<file path="src/rtl/sb_timer_pkg.sv">
// sb_timer_pkg: shared types and helpers for the scoreboard timer.
//   state_e      - controller states
//   DIGIT_W      - default bits per digit
//   mod_field    - extracts one digit's modulus from the packed modulus vector
//   clamp_field  - limits a preload field to modulus-1
package sb_timer_pkg;

  localparam int DIGIT_W = 4;

  typedef enum logic [1:0] {
    ST_IDLE  = 2'd0,
    ST_RUN   = 2'd1,
    ST_PAUSE = 2'd2,
    ST_DONE  = 2'd3
  } state_e;

  // Field idx of a packed vector of w-bit fields, field 0 in the LSBs.
  function automatic int unsigned mod_field(input logic [63:0] mods,
                                            input int idx, input int w);
    logic [63:0] mask;
    logic [63:0] sh;
    mask = (64'd1 << w) - 64'd1;
    sh   = (mods >> (idx * w)) & mask;
    return sh[31:0];
  endfunction

  function automatic logic [7:0] clamp_field(input logic [7:0] val,
                                             input logic [7:0] modv);
    if (val >= modv) return modv - 8'd1;
    return val;
  endfunction

endpackage

</file>
<file path="src/rtl/sb_digit_cell.sv">
// sb_digit_cell: one modulo-MOD digit of the timer chain.
//   clk, rst       - clock, synchronous active-high reset
//   step_en        - a count step happens this cycle
//   dir            - 0 = up, 1 = down
//   carry_in       - carry (up) or borrow (down) from the lower digit
//   load, load_val - synchronous preload, load wins over counting
//   digit          - registered digit value
//   carry_out      - carry/borrow to the next digit (combinational)
module sb_digit_cell #(
  parameter int          W   = 4,
  parameter int unsigned MOD = 10
) (
  input  logic         clk,
  input  logic         rst,
  input  logic         step_en,
  input  logic         dir,
  input  logic         carry_in,
  input  logic         load,
  input  logic [W-1:0] load_val,
  output logic [W-1:0] digit,
  output logic         carry_out
);

  localparam logic [W-1:0] MAX = W'(MOD - 1);

  logic [W-1:0] digit_q, digit_d;
  logic         at_edge;

  // A digit passes carry/borrow on only when it rolls over itself.
  assign at_edge   = dir ? (digit_q == '0) : (digit_q == MAX);
  assign carry_out = step_en & carry_in & at_edge;
  assign digit     = digit_q;

  always_comb begin
    digit_d = digit_q;
    if (load) begin
      digit_d = load_val;
    end else if (step_en && carry_in) begin
      if (dir) digit_d = (digit_q == '0) ? MAX : digit_q - W'(1);
      else     digit_d = (digit_q == MAX) ? '0 : digit_q + W'(1);
    end
  end

  always_ff @(posedge clk) begin
    if (rst) digit_q <= '0;
    else     digit_q <= digit_d;
  end

endmodule

</file>
<file path="src/rtl/sb_timer.sv">
// sb_timer: prescaled multi-digit up/down timer feeding the digit mux.
//   clk_sbt, rst_sbt          - clock, synchronous active-high reset
//   start/stop/clear/load_sbt - command pulses, priority clear > load > stop > start
//   load_val_sbt              - preload value, digit 0 in LSBs (clamped per digit)
//   dir_sbt                   - 0 = count up, 1 = count down
//   digits_out                - current digits, digit 0 in LSBs
//   running_out, done_out     - state levels
//   tick_out, wrap_out        - one-cycle pulses aligned with the new digits
//
// state | meaning
// IDLE  | after reset or clear, digits zero
// RUN   | prescaler running, digits step every ONE_SEC cycles
// PAUSE | stopped or freshly loaded, value and prescaler held
// DONE  | count-down reached zero, only clear/load/reset leave
module sb_timer #(
  parameter int ONE_SEC    = 25000000,
  parameter int NUM_DIGITS = 4,
  parameter int DIGIT_W    = 4,
  parameter logic [NUM_DIGITS*DIGIT_W-1:0] DIGIT_MOD = {4'd6, 4'd10, 4'd6, 4'd10}
) (
  input  logic                          clk_sbt,
  input  logic                          rst_sbt,
  input  logic                          start_sbt,
  input  logic                          stop_sbt,
  input  logic                          clear_sbt,
  input  logic                          load_sbt,
  input  logic [NUM_DIGITS*DIGIT_W-1:0] load_val_sbt,
  input  logic                          dir_sbt,
  output logic [NUM_DIGITS*DIGIT_W-1:0] digits_out,
  output logic                          running_out,
  output logic                          tick_out,
  output logic                          wrap_out,
  output logic                          done_out
);

  import sb_timer_pkg::*;

  localparam int NW = NUM_DIGITS * DIGIT_W;
  localparam int PW = $clog2(ONE_SEC);

  state_e          state_q, state_d;
  logic [PW-1:0]   presc_q, presc_d;
  logic            running_q, running_d;
  logic            tick_q, tick_d;
  logic            wrap_q, wrap_d;
  logic            done_q, done_d;

  logic [NW-1:0]         digits_w;
  logic [NW-1:0]         load_bus;
  logic [NUM_DIGITS:0]   carry;
  logic                  presc_tc, all_zero, is_one, step, cell_load;

  assign presc_tc  = (presc_q == PW'(ONE_SEC - 1));
  assign all_zero  = (digits_w == '0);
  // A down step lands on zero only from exactly 1: any other borrow refills digit 0.
  assign is_one    = (digits_w == NW'(1));
  // A down step from zero would borrow out of the MSD, so it is suppressed.
  assign step      = (state_q == ST_RUN) && !clear_sbt && !load_sbt && !stop_sbt &&
                     presc_tc && !(dir_sbt && all_zero);
  assign cell_load = clear_sbt | load_sbt;
  assign carry[0]  = step;

  for (genvar i = 0; i < NUM_DIGITS; i++) begin : g_digit
    localparam int unsigned MOD_I = mod_field(64'(DIGIT_MOD), i, DIGIT_W);
    logic [DIGIT_W-1:0] clamped;

    assign clamped = DIGIT_W'(clamp_field(8'(load_val_sbt[i*DIGIT_W +: DIGIT_W]), 8'(MOD_I)));
    assign load_bus[i*DIGIT_W +: DIGIT_W] = clear_sbt ? '0 : clamped;

    sb_digit_cell #(.W(DIGIT_W), .MOD(MOD_I)) u_cell (
      .clk       (clk_sbt),
      .rst       (rst_sbt),
      .step_en   (step),
      .dir       (dir_sbt),
      .carry_in  (carry[i]),
      .load      (cell_load),
      .load_val  (load_bus[i*DIGIT_W +: DIGIT_W]),
      .digit     (digits_w[i*DIGIT_W +: DIGIT_W]),
      .carry_out (carry[i+1])
    );
  end

  always_comb begin
    state_d = state_q;
    presc_d = presc_q;
    tick_d  = 1'b0;
    wrap_d  = 1'b0;
    if (clear_sbt) begin
      state_d = ST_IDLE;
      presc_d = '0;
    end else if (load_sbt) begin
      state_d = ST_PAUSE;
      presc_d = '0;
    end else begin
      unique case (state_q)
        ST_RUN: begin
          if (stop_sbt) begin
            state_d = ST_PAUSE;
          end else if (presc_tc) begin
            presc_d = '0;
            if (dir_sbt && all_zero) begin
              state_d = ST_DONE;
            end else begin
              tick_d = 1'b1;
              if (dir_sbt && is_one) state_d = ST_DONE;
              if (!dir_sbt && carry[NUM_DIGITS]) wrap_d = 1'b1;
            end
          end else begin
            presc_d = presc_q + PW'(1);
          end
        end
        ST_IDLE, ST_PAUSE: begin
          if (start_sbt) state_d = (dir_sbt && all_zero) ? ST_DONE : ST_RUN;
        end
        default: ;
      endcase
    end
    running_d = (state_d == ST_RUN);
    done_d    = (state_d == ST_DONE);
  end

  always_ff @(posedge clk_sbt) begin
    if (rst_sbt) begin
      state_q   <= ST_IDLE;
      presc_q   <= '0;
      running_q <= 1'b0;
      tick_q    <= 1'b0;
      wrap_q    <= 1'b0;
      done_q    <= 1'b0;
    end else begin
      state_q   <= state_d;
      presc_q   <= presc_d;
      running_q <= running_d;
      tick_q    <= tick_d;
      wrap_q    <= wrap_d;
      done_q    <= done_d;
    end
  end

  assign digits_out  = digits_w;
  assign running_out = running_q;
  assign tick_out    = tick_q;
  assign wrap_out    = wrap_q;
  assign done_out    = done_q;

endmodule
</file>
<file path="config.mk">
export PLATFORM = sky130hd
export DESIGN_NAME = sb_timer
export DESIGN_NICKNAME = d
export VERILOG_FILES = /design/src/rtl/sb_timer_pkg.sv /design/src/rtl/sb_digit_cell.sv /design/src/rtl/sb_timer.sv
export SDC_FILE = /design/constraint.sdc
export NUM_CORES = 1
export LEC_CHECK = 0
export ABC_AREA = 1
export CORE_MARGIN = 2
export CORE_UTILIZATION = 43
export CTS_CLUSTER_DIAMETER = 80
export DETAILED_ROUTE_END_ITERATION = 12
export DONT_BUFFER_PORTS = 1
export HOLD_SLACK_MARGIN = 0.05
export PLACE_DENSITY = 0.58
export SLEW_MARGIN = 30
export SYNTH_ARGS = -nofsm -noshare
export SYNTH_HDL_FRONTEND = slang
export SYNTH_SLANG_ARGS = --single-unit
</file>
<file path="constraint.sdc">
create_clock -name clk_sbt -period 2.33 [get_ports clk_sbt]
set_clock_uncertainty 0.1 [all_clocks]
set_input_delay 0.466 -clock clk_sbt [delete_from_list [all_inputs] [get_ports clk_sbt]]
set_output_delay 0.466 -clock clk_sbt [all_outputs]
set_load 0.01 [all_outputs]
</file>
==> flow_summary.toml <==
[cts]
path_clk_slew_ns = 0.09
clk_latency_ns = 0.30
cts.sinks = 47
cts_setup_buffers = 0
cts_resized = 0
tritoncts = "built"
cts.path.max_buffers = 2
cts_hold_buf = 0
h-tree-depth = 2
clock-root-buffer = "clkbuf_8"
cts_buffers = 5

[drt]
dr_total_vias = 3193
wl_met2_microns = 3880
dr.max_layer_used = "met4"
final_antenna_net_count = 0
drcViolationCount = 0
wl_met1_microns = 3610
routed_wl_microns = 8010
wl_met3_microns = 391
drt-initial-drc-count = 135
firstDrtPassIters = 4
vias_per_cell = 5.26
wl_per_cell_microns = 13.2

[synthesis]
synth_edf_count = 0
synthFlopType = "dfxtp_1"
synth-async-reset-ratio = 0
synthCells = 500
yosysWarnings = 0
yosysUniqueCellTypes = 46
ys_seq_elements = 47
syn-num-nets = 524
synth-seq-area-share = 0.300
avgSynthCellArea_sq_um = 6.28
synth_area_sq_um = 3140

[die]
ioPinCount = 43
core_area_sq_um = 7180
placement_rows = 31
die_width_microns = 89.4
die_area_sq_um = 8000
dieHeight_microns = 89.4
floorplan.initialDensity = 0.437

[layout]
diodes = 0
fillers = 817
regArea_sq_um = 941
drive_above_1_share = 0.100
layout.nets = 531
multi_input_area_sq_um = 1920
area_growth_syn_to_layout_pct = 8.53
fin_cells = 607

[sta]
whs_ns = 0.113
maxSlewHeadroom = 0.701
timing.final.max_slew_violations = 0
setup_viol = 0
finalHoldViolCount = 0
rsz0062_at_grt = "no"
final.period_utilization = 0.863
setup_tns_ns = 0
max_freq_ghz = 0.497
period_needed_ns = 2.01
worstMarginPinSlew_ns = 0.443

[critical_path]
cp_slowest_cell = "dfxtp_1"
required_ns = 2.44
start_kind = "flop"
cpLargestDelayFamily = "simple AND/OR/NAND/NOR gates"
reg2reg_depth = 10
crit_cells = 10
cp-end-kind = "flop"
path_class = "reg2reg"
critPathMaxStageDelay_ns = 0.39
crit_buf_inv = 0
cp_max_fo = 4
crit_chain = "ha_1 > nand3_1 > nor2_4 > nand2_1 > nor2_2 > nand2_1 > nor2_2 > nand3b_1 > xor2_1 > nor2_2"
cp_common_cell = "nor2_2"
cp.arrival_ns = 2.12

[global_routing]
grt_pass1_wl_microns = 13300
antenna_found_initial = 0
grt_max_degree = 20
overflow = 0
grt_pass1_vias = 2861
grt_use_total = 0.209

[place]
port_buffers = 0
placed_cells = 599
detailed_place_hpwl_microns = 6370
gp_congestion = 0.892

[outcome]
status = "complete, no violations"

[pwr]
cellPowerDensity_nw_per_um2 = 524
p_leak_uw = 0.00127
vdd_drop_max_mv = 0.263

[hold_path]
whs_path_depth = 1
min_path_type = "in2reg"

[job]
maxCapViolations = 0
[per-stage QoR]
| step | util | area [sq um] | power, uW | setup WS (ns) |
|---|---|---|---|---|
| 6_report | 0.475 | 3410 | 1790 | 0.318 |
| 4_1_cts | 0.475 | 3410 | 1800 | 0.319 |
| 5_1_grt | 0.475 | 3410 | 1870 | 0.0887 |
| 3_5_place_dp | 0.456 | 3270 | 1090 | 0.246 |
| 3_3_place_gp | 0.456 | 3270 | 1090 | 0.346 |
| 2_1_floorplan | - | 3140 | 1040 | 0.587 |
[layout by cell type (no fill, tap or decap), types with 7 or more instances in the layout]
master | Yosys | routed
nor2_2 | 9 | 9
inv_1 | 62 | 62
nand3_1 | 36 | 36
o21ai_0 | 29 | 29
nor2_1 | 80 | 80
nand2_2 | 8 | 8
a21oi_1 | 32 | 32
nand4_1 | 9 | 9
nand2_1 | 111 | 111
dfxtp_1 | 47 | 47
nor3_1 | 18 | 18
xor2_1 | 7 | 7
[cell families (layout without fill, tap and decap cells)]
group,count (synthesis),count (layout),synth area share
and+or+nand+nor,287,287,0.425
AOI/OAI and AO/OA,85,85,0.161
buffers and inverters,72,80,0.0885
DFF,47,47,0.300
xor gates and xnor gates,8,8,0.0223
adders and majority gates,1,1,0.00399
[flip-flops by register name (all words and copies together) (netlist names)]
| name | cells |
|---|---|
| wrap_out | 1 |
| tick_out | 1 |
| g_digit.u_cell.digit | 16 |
| running_out | 1 |
| done_out | 1 |
| state_q | 2 |
| presc_q | 25 |
[cell type report]
cell class	instances	share of cell area
Clock inverter	2	0.0176
Tap cell	99	0.0364
Timing Repair Buffer	5	0.0110
Inverter	67	0.0738
Multi-Input combinational cell	381	0.564
Clock buffer	6	0.0213
Sequential cell	47	0.276
[layer usage]
layer,GRT usage,up-vias
met2,0.349,74
met3,0.0545,10
met5,0,-
met4,0.0556,0
met1,0.269,1457
li1,-,1652
[path summary, 6_finish.rpt]
| check | slack [ns] | from | endpoint |
|---|---|---|---|
| worst max register to register | 0.32 | presc_q[1] | presc_q[20] |
| worst max-delay path | 0.32 | presc_q[1] | presc_q[20] |
| worst min register to register | 0.40 | presc_q[12] | presc_q[12] |
| worst min-delay path | 0.11 | rst_sbt | g_digit[2].u_cell.digit[1] |
[report_power, final]
part,leakage [uW],switching [uW],total [uW],internal (uW)
registers,0.000381,37.2,859,821
logic,0.000825,138,213,74.8
clock network,0.0000654,285,714,429
[synth_stat cells, types with 3 or more instances]
library cell	count	area share
nand2_1	111	0.13
nor2_1	80	0.096
inv_1	62	0.074
dfxtp_1	47	0.30
nand3_1	36	0.057
a21oi_1	32	0.051
o21ai_0	29	0.046
nor3_1	18	0.029
nand4_1	9	0.018
nor2_2	9	0.018
nand2_2	8	0.016
xor2_1	7	0.020
nor2_4	5	0.018
a31oi_1	4	0.0080
inv_2	4	0.0048
buf_2	3	0.0048
No activity file was read; power rests on OpenSTA's default activity.
